File: src/rtl/sp_addsub_pipe_if.sv
// Handshake and FP-unit bus for sp_addsub_pipe.
// slave = pipeline view, master = upstream/downstream/FP-unit environment view.
`timescale 1ns/1ps
interface sp_addsub_pipe_if #(
    parameter int TAG_W = 4
);
    logic             in_valid;
    logic             in_ready;
    logic             in_op;
    logic [31:0]      in_a;
    logic [31:0]      in_b;
    logic [TAG_W-1:0] in_tag;

    logic [31:0]      add_a;
    logic [31:0]      add_b;
    logic [31:0]      add_z;
    logic [31:0]      sub_a;
    logic [31:0]      sub_b;
    logic [31:0]      sub_z;

    logic             out_valid;
    logic             out_ready;
    logic [31:0]      out_z;
    logic [TAG_W-1:0] out_tag;
    logic [1:0]       out_path;

    modport slave (
        input  in_valid, in_op, in_a, in_b, in_tag, add_z, sub_z, out_ready,
        output in_ready, add_a, add_b, sub_a, sub_b, out_valid, out_z, out_tag, out_path
    );

    modport master (
        output in_valid, in_op, in_a, in_b, in_tag, add_z, sub_z, out_ready,
        input  in_ready, add_a, add_b, sub_a, sub_b, out_valid, out_z, out_tag, out_path
    );
endinterface

File: src/rtl/sp_addsub_pipe.sv
// Purpose: 2-stage front end routing SP a+/-b to adder, same-sign subtractor or zero bypass; SP_ADDSUB_STATS_EN adds per-path counters.
// Latency: 2 cycles accept-to-out_valid, 1 txn/cycle with out_ready high.
// Backpressure: S2 holds while !out_ready; in_ready combinationally follows out_ready when both stages are full.
`timescale 1ns/1ps
module sp_addsub_pipe #(
    parameter int TAG_W = 4
) (
    input  logic                 clk,
    input  logic                 rst_n,
    sp_addsub_pipe_if.slave      bus
`ifdef SP_ADDSUB_STATS_EN
    ,
    output logic [15:0]          cnt_add,
    output logic [15:0]          cnt_sub,
    output logic [15:0]          cnt_byp
`endif
);

    typedef enum logic [1:0] {
        PATH_ADD = 2'd0,
        PATH_SUB = 2'd1,
        PATH_BYP = 2'd2
    } path_e;

    logic             r_s1_vld;
    logic             r_s1_op;
    logic [31:0]      r_s1_a;
    logic [31:0]      r_s1_b;
    logic [TAG_W-1:0] r_s1_tag;

    logic             r_s2_vld;
    logic [31:0]      r_s2_z;
    logic [TAG_W-1:0] r_s2_tag;
    path_e            r_s2_path;

    logic             w_s2_accept;
    logic             w_s1_adv;
    logic             w_in_ready;
    logic             w_in_fire;
    logic [31:0]      w_b_eff;
    logic             w_a_zero;
    logic             w_b_zero;
    path_e            w_path;
    logic [31:0]      w_byp_z;
    logic [31:0]      w_sel_z;

    assign w_s2_accept = !r_s2_vld || bus.out_ready;
    assign w_s1_adv    = r_s1_vld && w_s2_accept;
    assign w_in_ready  = !r_s1_vld || w_s2_accept;
    assign w_in_fire   = bus.in_valid && w_in_ready;

    // Subtraction is folded into an addition of the sign-flipped operand.
    assign w_b_eff  = {r_s1_b[31] ^ r_s1_op, r_s1_b[30:0]};
    assign w_a_zero = (r_s1_a[30:0] == 31'd0);
    assign w_b_zero = (w_b_eff[30:0] == 31'd0);

    always_comb begin
        w_path  = PATH_BYP;
        w_byp_z = 32'h0;
        if (w_a_zero || w_b_zero) begin
            w_path = PATH_BYP;
            if (w_a_zero && !w_b_zero) begin
                w_byp_z = w_b_eff;
            end else if (!w_a_zero) begin
                w_byp_z = r_s1_a;
            end
        end else if (r_s1_a[31] == w_b_eff[31]) begin
            w_path = PATH_ADD;
        end else begin
            w_path = PATH_SUB;
        end
    end

    // The subtractor only sees same-sign operands: b takes a's sign.
    always_comb begin
        bus.add_a = 32'h0;
        bus.add_b = 32'h0;
        bus.sub_a = 32'h0;
        bus.sub_b = 32'h0;
        if (r_s1_vld) begin
            case (w_path)
                PATH_ADD: begin
                    bus.add_a = r_s1_a;
                    bus.add_b = w_b_eff;
                end
                PATH_SUB: begin
                    bus.sub_a = r_s1_a;
                    bus.sub_b = {r_s1_a[31], w_b_eff[30:0]};
                end
                default: ;
            endcase
        end
    end

    always_comb begin
        case (w_path)
            PATH_ADD: w_sel_z = bus.add_z;
            PATH_SUB: w_sel_z = bus.sub_z;
            default:  w_sel_z = w_byp_z;
        endcase
    end

    always_ff @(posedge clk or negedge rst_n) begin
        if (!rst_n) begin
            r_s1_vld <= 1'b0;
            r_s1_op  <= 1'b0;
            r_s1_a   <= 32'h0;
            r_s1_b   <= 32'h0;
            r_s1_tag <= '0;
        end else begin
            if (w_in_ready) begin
                r_s1_vld <= bus.in_valid;
            end
            if (w_in_fire) begin
                r_s1_op  <= bus.in_op;
                r_s1_a   <= bus.in_a;
                r_s1_b   <= bus.in_b;
                r_s1_tag <= bus.in_tag;
            end
        end
    end

    always_ff @(posedge clk or negedge rst_n) begin
        if (!rst_n) begin
            r_s2_vld  <= 1'b0;
            r_s2_z    <= 32'h0;
            r_s2_tag  <= '0;
            r_s2_path <= PATH_ADD;
        end else begin
            if (w_s2_accept) begin
                r_s2_vld <= r_s1_vld;
            end
            if (w_s1_adv) begin
                r_s2_z    <= w_sel_z;
                r_s2_tag  <= r_s1_tag;
                r_s2_path <= w_path;
            end
        end
    end

    assign bus.in_ready  = w_in_ready;
    assign bus.out_valid = r_s2_vld;
    assign bus.out_z     = r_s2_z;
    assign bus.out_tag   = r_s2_tag;
    assign bus.out_path  = r_s2_path;

`ifdef SP_ADDSUB_STATS_EN
    always_ff @(posedge clk or negedge rst_n) begin
        if (!rst_n) begin
            cnt_add <= 16'h0;
            cnt_sub <= 16'h0;
            cnt_byp <= 16'h0;
        end else if (w_s1_adv) begin
            case (w_path)
                PATH_ADD: cnt_add <= cnt_add + 16'd1;
                PATH_SUB: cnt_sub <= cnt_sub + 16'd1;
                default:  cnt_byp <= cnt_byp + 16'd1;
            endcase
        end
    end
`endif

endmodule

File: src/flat_wrapper.sv
// flat-port wrapper written by rule: the top's interface ports become plain ports
module sp_addsub_pipe_flat 
#(
    parameter int TAG_W = 4
)
  (clk, rst_n, bus_in_valid, bus_in_op, bus_in_a, bus_in_b, bus_in_tag, bus_add_z, bus_sub_z, bus_out_ready, bus_in_ready, bus_add_a, bus_add_b, bus_sub_a, bus_sub_b, bus_out_valid, bus_out_z, bus_out_tag, bus_out_path);
  sp_addsub_pipe_if #(.TAG_W(TAG_W)) bus_i ();
  input  logic clk;
  input  logic rst_n;
  input wire logic [$bits(bus_i.in_valid)-1:0] bus_in_valid;
  input wire logic [$bits(bus_i.in_op)-1:0] bus_in_op;
  input wire logic [$bits(bus_i.in_a)-1:0] bus_in_a;
  input wire logic [$bits(bus_i.in_b)-1:0] bus_in_b;
  input wire logic [$bits(bus_i.in_tag)-1:0] bus_in_tag;
  input wire logic [$bits(bus_i.add_z)-1:0] bus_add_z;
  input wire logic [$bits(bus_i.sub_z)-1:0] bus_sub_z;
  input wire logic [$bits(bus_i.out_ready)-1:0] bus_out_ready;
  output wire logic [$bits(bus_i.in_ready)-1:0] bus_in_ready;
  output wire logic [$bits(bus_i.add_a)-1:0] bus_add_a;
  output wire logic [$bits(bus_i.add_b)-1:0] bus_add_b;
  output wire logic [$bits(bus_i.sub_a)-1:0] bus_sub_a;
  output wire logic [$bits(bus_i.sub_b)-1:0] bus_sub_b;
  output wire logic [$bits(bus_i.out_valid)-1:0] bus_out_valid;
  output wire logic [$bits(bus_i.out_z)-1:0] bus_out_z;
  output wire logic [$bits(bus_i.out_tag)-1:0] bus_out_tag;
  output wire logic [$bits(bus_i.out_path)-1:0] bus_out_path;
  assign bus_i.in_valid = bus_in_valid;
  assign bus_i.in_op = bus_in_op;
  assign bus_i.in_a = bus_in_a;
  assign bus_i.in_b = bus_in_b;
  assign bus_i.in_tag = bus_in_tag;
  assign bus_i.add_z = bus_add_z;
  assign bus_i.sub_z = bus_sub_z;
  assign bus_i.out_ready = bus_out_ready;
  assign bus_in_ready = bus_i.in_ready;
  assign bus_add_a = bus_i.add_a;
  assign bus_add_b = bus_i.add_b;
  assign bus_sub_a = bus_i.sub_a;
  assign bus_sub_b = bus_i.sub_b;
  assign bus_out_valid = bus_i.out_valid;
  assign bus_out_z = bus_i.out_z;
  assign bus_out_tag = bus_i.out_tag;
  assign bus_out_path = bus_i.out_path;
  sp_addsub_pipe #(.TAG_W(TAG_W)) u_core (.clk(clk), .rst_n(rst_n), .bus(bus_i));
endmodule
File: config.mk
export PLATFORM = sky130hd
export DESIGN_NAME = sp_addsub_pipe_flat
export DESIGN_NICKNAME = d
export VERILOG_FILES = /design/src/rtl/sp_addsub_pipe_if.sv /design/src/rtl/sp_addsub_pipe.sv /design/src/flat_wrapper.sv
export SDC_FILE = /design/constraint.sdc
export NUM_CORES = 1
export LEC_CHECK = 0
export CORE_MARGIN = 1
export CORE_UTILIZATION = 44
export DETAILED_ROUTE_END_ITERATION = 6
export PLACE_DENSITY_LB_ADDON = 0.1
export SLEW_MARGIN = 15
export SYNTH_ARGS = -nofsm -noshare
export SYNTH_HDL_FRONTEND = slang
export SYNTH_SLANG_ARGS = --single-unit
File: constraint.sdc
create_clock -name clk -period 5.2 [get_ports clk]
set_input_delay 1.04 -clock clk [delete_from_list [all_inputs] [get_ports clk]]
set_output_delay 1.04 -clock clk [all_outputs]
set_load 0.005 [all_outputs]
# Word-level counts from Yosys, hierarchy flattened
# Cells that the tools add are included.
[totals] rom_bits=0 reg_bits=109 in_bits=137 word_cells=38 latchBits=0 mem_count=0 output_inout_bits=168 ram_bits=0
[op_classes] n_eq_ne=2 n_reduce_logical=12 bitwise_logic=1 shifts=0 add_sub_neg=0 div=0 n_mux=14 order_cmp=0 n_mul=0
[op_table] operator="32-bit two-way mux" n=11
[op_table] operator="32-bit case mux with 2 select lines" n=1
[op_table] operator="31-bit zero test" n=2
[op_table] operator="1-bit logical AND" n=3
[op_table] operator="1-bit zero test" n=3
[op_table] operator="1-bit logical OR" n=3
[op_table] operator="2-bit by 1-bit equality test with 1-bit output (second input constant)" n=1
[op_table] operator="2-bit zero test" n=1
[op_table] operator="2-bit two-way mux" n=1
[op_table] operator="1-bit equality test" n=1
[op_table] operator="1-bit two-way mux" n=1
[op_table] operator="1-bit bitwise XOR" n=1

# Depth between registers and ports, before layout
[depth] ltp_word=7 depth_mapped=7 ltp_nobuf=5

# Least setup slack after synthesis
# OpenSTA, ideal clock, no wires.
[synth_path] path_type="register to output" start="register u_core.r_s1_op" end="output bus_add_a[10]" t_arrival_ns=1.765 t_required_ns=4.160 stages_incl_launch_ff=7 path_buffers=1 path_slack_ns=2.395 cell_sequence="dfrtp_1 -> xor2_4 -> xnor2_4 -> inv_1 -> nor4_4 -> clkbuf_1 -> and2_1"
[synth_between] elab_chain_len=7
[synth_rtl] element="start: declaration" line="sp_addsub_pipe.sv:26" source="logic r_s1_op;"
[synth_rtl] element="start signal: assignment" line="sp_addsub_pipe.sv:115" source="r_s1_op <= bus.in_op;"
[synth_rtl] element="1-bit bitwise XOR" line="sp_addsub_pipe.sv:53" source="assign w_b_eff = {r_s1_b[31] ^ r_s1_op, r_s1_b[30:0]};"
[synth_rtl] element="1-bit equality test" line="sp_addsub_pipe.sv:67" source="end else if (r_s1_a[31] == w_b_eff[31]) begin"
[synth_rtl] element="1-bit two-way mux" line="sp_addsub_pipe.sv:67"
[synth_rtl] element="2-bit two-way mux" line="sp_addsub_pipe.sv:60" source="if (w_a_zero || w_b_zero) begin"
[synth_rtl] element="2-bit zero test" line="sp_addsub_pipe.sv:81" source="case (w_path)"
[synth_rtl] element="32-bit two-way mux" line="sp_addsub_pipe.sv:81"
[synth_rtl] element="32-bit two-way mux" line="sp_addsub_pipe.sv:80" source="if (r_s1_vld) begin"
[synth_rtl] element="end: declaration" line="flat_wrapper.sv:19" source="output wire logic [$bits(bus_i.add_a)-1:0] bus_add_a;"
# Every way passes these cells.

# Final worst setup path
[layout_path] start="register u_core.r_s1_b[1]" end="output bus_sub_b[4]"
[layout_between] elab_chain_len=6
[layout_rtl] element="start: declaration" line="sp_addsub_pipe.sv:28" source="logic [31:0] r_s1_b;"
[layout_rtl] element="start signal: assignment" line="sp_addsub_pipe.sv:117" source="r_s1_b <= bus.in_b;"
[layout_rtl] element="31-bit zero test" line="sp_addsub_pipe.sv:55" source="assign w_b_zero = (w_b_eff[30:0] == 31'd0);"
[layout_rtl] element="1-bit logical OR" line="sp_addsub_pipe.sv:60"
[layout_rtl] element="2-bit two-way mux" line="sp_addsub_pipe.sv:60"
[layout_rtl] element="2-bit by 1-bit equality test with 1-bit output" line="sp_addsub_pipe.sv:81"
[layout_rtl] element="32-bit two-way mux" line="sp_addsub_pipe.sv:81"
[layout_rtl] element="32-bit two-way mux" line="sp_addsub_pipe.sv:80"
[layout_rtl] element="end: declaration" line="flat_wrapper.sv:22" source="output wire logic [$bits(bus_i.sub_b)-1:0] bus_sub_b;"
# Every way passes these cells.

==> impl_metrics.tcl <==
set metrics [dict create \
    start_util 0.454 \
    rsz0062_at_grt "no" \
    start_kind "flop" \
    postSynthAreaPerCell_um2 10.7 \
    cp.arrival_ns 3.20 \
    hold_path_startpoint "u_core.r_s1_tag[2]" \
    clock_skew_ns 0.00751 \
    critical_path_class "flop to primary output" \
    max_freq_mhz 236 \
    layout_worst_path_cycle_share 0.816 \
    cp_data_required_time_ns 4.16 \
    route.detailed.drc 0 \
    routedWlPerCell_um 19.7 \
    synth_warnings 0 \
    postCtsResizedCells 0 \
    cts_tree "done" \
    fin_cells 1026 \
    wl_met2_mm 10.1 \
    grt_pass1_wl_mm 30.8 \
    clk_path_buf_depth 2 \
    min_path_cells 2 \
    min_period_ns 4.24 \
    hp-class "flop to flop" \
    antenna_left 0 \
    cts_setup_buffers 0 \
    finalWirelength_mm 20.3 \
    ys_types 32 \
    setup_tns_ns 0 \
    slew_headroom 0.335 \
    syn_area_mm2 0.00604 \
    ir_drop_mv 0.186 \
    finalSetupViolCount 0 \
    highest_layer "met4" \
    slew_violations 0 \
    r2r_setup_slack_ns 2.40 \
    postSynthCellCount 563 \
    fin_nets 985 \
    antenna_cells 0 \
    seq_area_frac_synth 0.452 \
    firstDrtPassIters 4 \
    die_area_mm2 0.0142 \
    port_buffers 304 \
    avgViaCountPerCell 5.35 \
    clk_pin_slew_ns 0.07 \
    hold_buffers 0 \
    dr_total_vias 5485 \
    cts.sinks 109 \
    end_kind "primary output" \
    worst-path-max-fanout 33 \
    fill_cells 1030 \
    wl_met1_mm 8.04 \
    place_congestion 0.831 \
    synth_nets 700 \
    die_h_um 119 \
    leakage_nw 3.72 \
    wl_met3_mm 1.48 \
    synth-seq-cells 109 \
    grt.overflow.total 0 \
    drv_cap 0 \
    num_rows 42 \
    fin_util 0.715 \
    worst_slack_ns 0.958 \
    grt_use_total 0.283 \
    dp_cells 1013 \
    power.density_mw_per_mm2 347 \
    r2r-end "u_core.bus.out_z[6]" \
    place_hpwl_mm 15.0 \
    finalHoldViolations 0 \
    htree_levels 3 \
    grt_max_degree 70 \
    status "finished, final reports clean" \
    final_layout_size_suffix_gt1_frac 0.158 \
    power.total_mw 3.30 \
    reg2reg_depth 6 \
    drt_iter0_markers 319 \
    worst_r2r_startpoint "u_core.r_s1_b[1]" \
    area_growth_pct 57.6 \
    tightest_slew_ns 0.997 \
    root_buffer "clkbuf_16" \
    core_mm2 0.0133 \
    hold-path-endpoint "u_core.bus.out_tag[2]" \
    grt_antenna_before_repair 0 \
    grt_pass1_vias 5722 \
    die_width_um 119 \
    clkLatencyLatePin_ns 0.34 \
    place_ws_ns 1.30 \
    layout_commonest_cell "clkdlybuf4s50_1" \
    most-common-layout-cells "clkdlybuf4s50_1, and2_1, dfrtp_1" \
    ioPinCount 305 \
    numCtsBuffers 9 \
]
==> metrics by stage <==
step | hold WS (ns) | area, µm²
final | 0.473 | 9510
after global routing | 0.512 | 9510
after CTS | 0.472 | 9510
after detailed placement | 0.454 | 9210
after global placement | 0.442 | 9210
after floorplan | 0.433 | 6040
==> worst max path at each step <==
stage | from | to | slack (ns) | depth (start not counted)
finish | u_core.r_s1_b[1] | bus_sub_b[4] | 0.96 | 7
global route | u_core.r_s1_op | bus_add_a[5] | 0.81 | 7
CTS | u_core.r_s1_b[1] | bus_sub_b[4] | 0.93 | 7
detailed placement | u_core.r_s1_b[1] | bus_sub_a[6] | 1.30 | 7
global placement | u_core.r_s1_b[21] | bus_sub_b[8] | 1.40 | 7
floorplan | u_core.r_s1_op | bus_add_a[10] | 2.39 | 6
==> synth_stat cells <==
| master | count | area share |
|---|---|---|
| nand2_1 | 21 | 0.013 |
| buf_2 | 10 | 0.0083 |
| mux2_2 | 100 | 0.19 |
| or2_2 | 2 | 0.0021 |
| nor3_1 | 2 | 0.0017 |
| nand4b_1 | 1 | 0.0015 |
| nand4_1 | 4 | 0.0041 |
| buf_4 | 5 | 0.0062 |
| dfrtp_1 | 109 | 0.45 |
| nor3b_1 | 1 | 0.0012 |
| clkbuf_1 | 19 | 0.012 |
| inv_1 | 2 | 0.0012 |
| o21ai_0 | 2 | 0.0017 |
| and2_1 | 125 | 0.13 |
| nand2b_1 | 2 | 0.0021 |
| nor2_1 | 31 | 0.019 |
| and3_1 | 1 | 0.0010 |
| xor2_4 | 1 | 0.0046 |
| nand3_1 | 2 | 0.0017 |
| clkbuf_2 | 6 | 0.0050 |
| xnor2_4 | 1 | 0.0046 |
| o41ai_1 | 2 | 0.0029 |
| nor4_4 | 2 | 0.0070 |
| buf_1 | 1 | 0.00062 |
| o22ai_1 | 29 | 0.030 |
| o211ai_1 | 2 | 0.0025 |
| a21oi_1 | 29 | 0.024 |
| mux2i_1 | 33 | 0.055 |
| o32a_1 | 1 | 0.0017 |
| nor4_1 | 14 | 0.015 |
| nor2b_1 | 2 | 0.0021 |
| nor2_2 | 1 | 0.0010 |
==> registers in the layout (all words and copies together) (netlist names) <==
name,count
u_core.r_s1_b,32
u_core.bus.out_valid,1
u_core.r_s1_a,32
u_core.bus.out_tag,4
u_core.bus.out_z,32
u_core.r_s1_op,1
u_core.r_s1_vld,1
u_core.bus.out_path,2
u_core.r_s1_tag,4
==> critical path, stage by stage (launching register included) <==
cell	delay, ns
dfrtp_1	0.44
nor4_1	0.44
nand4_1	0.28
nor2_4	0.59
nor4_4	0.16
buf_4	0.28
and2_1	0.19
clkdlybuf4s50_1	0.44
==> layout make-up <==
cell class                 instances  area [µm²]  share of cell area
multi-input combinational        411        3130               0.329
clock inverter                     2        60.1             0.00631
sequential                       109        2730               0.287
timing repair buffer             315        3120               0.328
tap                              176         220              0.0232
inverter                           2        7.51            0.000789
clock buffer                      11         243              0.0255
==> cells by family after synthesis <==
logic type	Yosys count	synth area share
flip-flops	109	0.452
AO/OA/AOI/OAI	65	0.0628
XOR/XNOR	2	0.00912
AND/OR/NAND/NOR	211	0.202
buffers and inverters	43	0.0332
multiplexers	133	0.241
==> per-layer routing <==
layer,vias to the layer above,track usage
li1,2522,-
met1,2694,0.340
met2,232,0.490
met3,37,0.0599
met4,0,0.116
met5,-,0
==> report_power, final <==
| part | switching, mW | internal (mW) |
|---|---|---|
| logic | 0.527 | 0.895 |
| registers | 0.160 | 0.997 |
| clock network | 0.298 | 0.428 |
(Power assumes the default switching activity.)
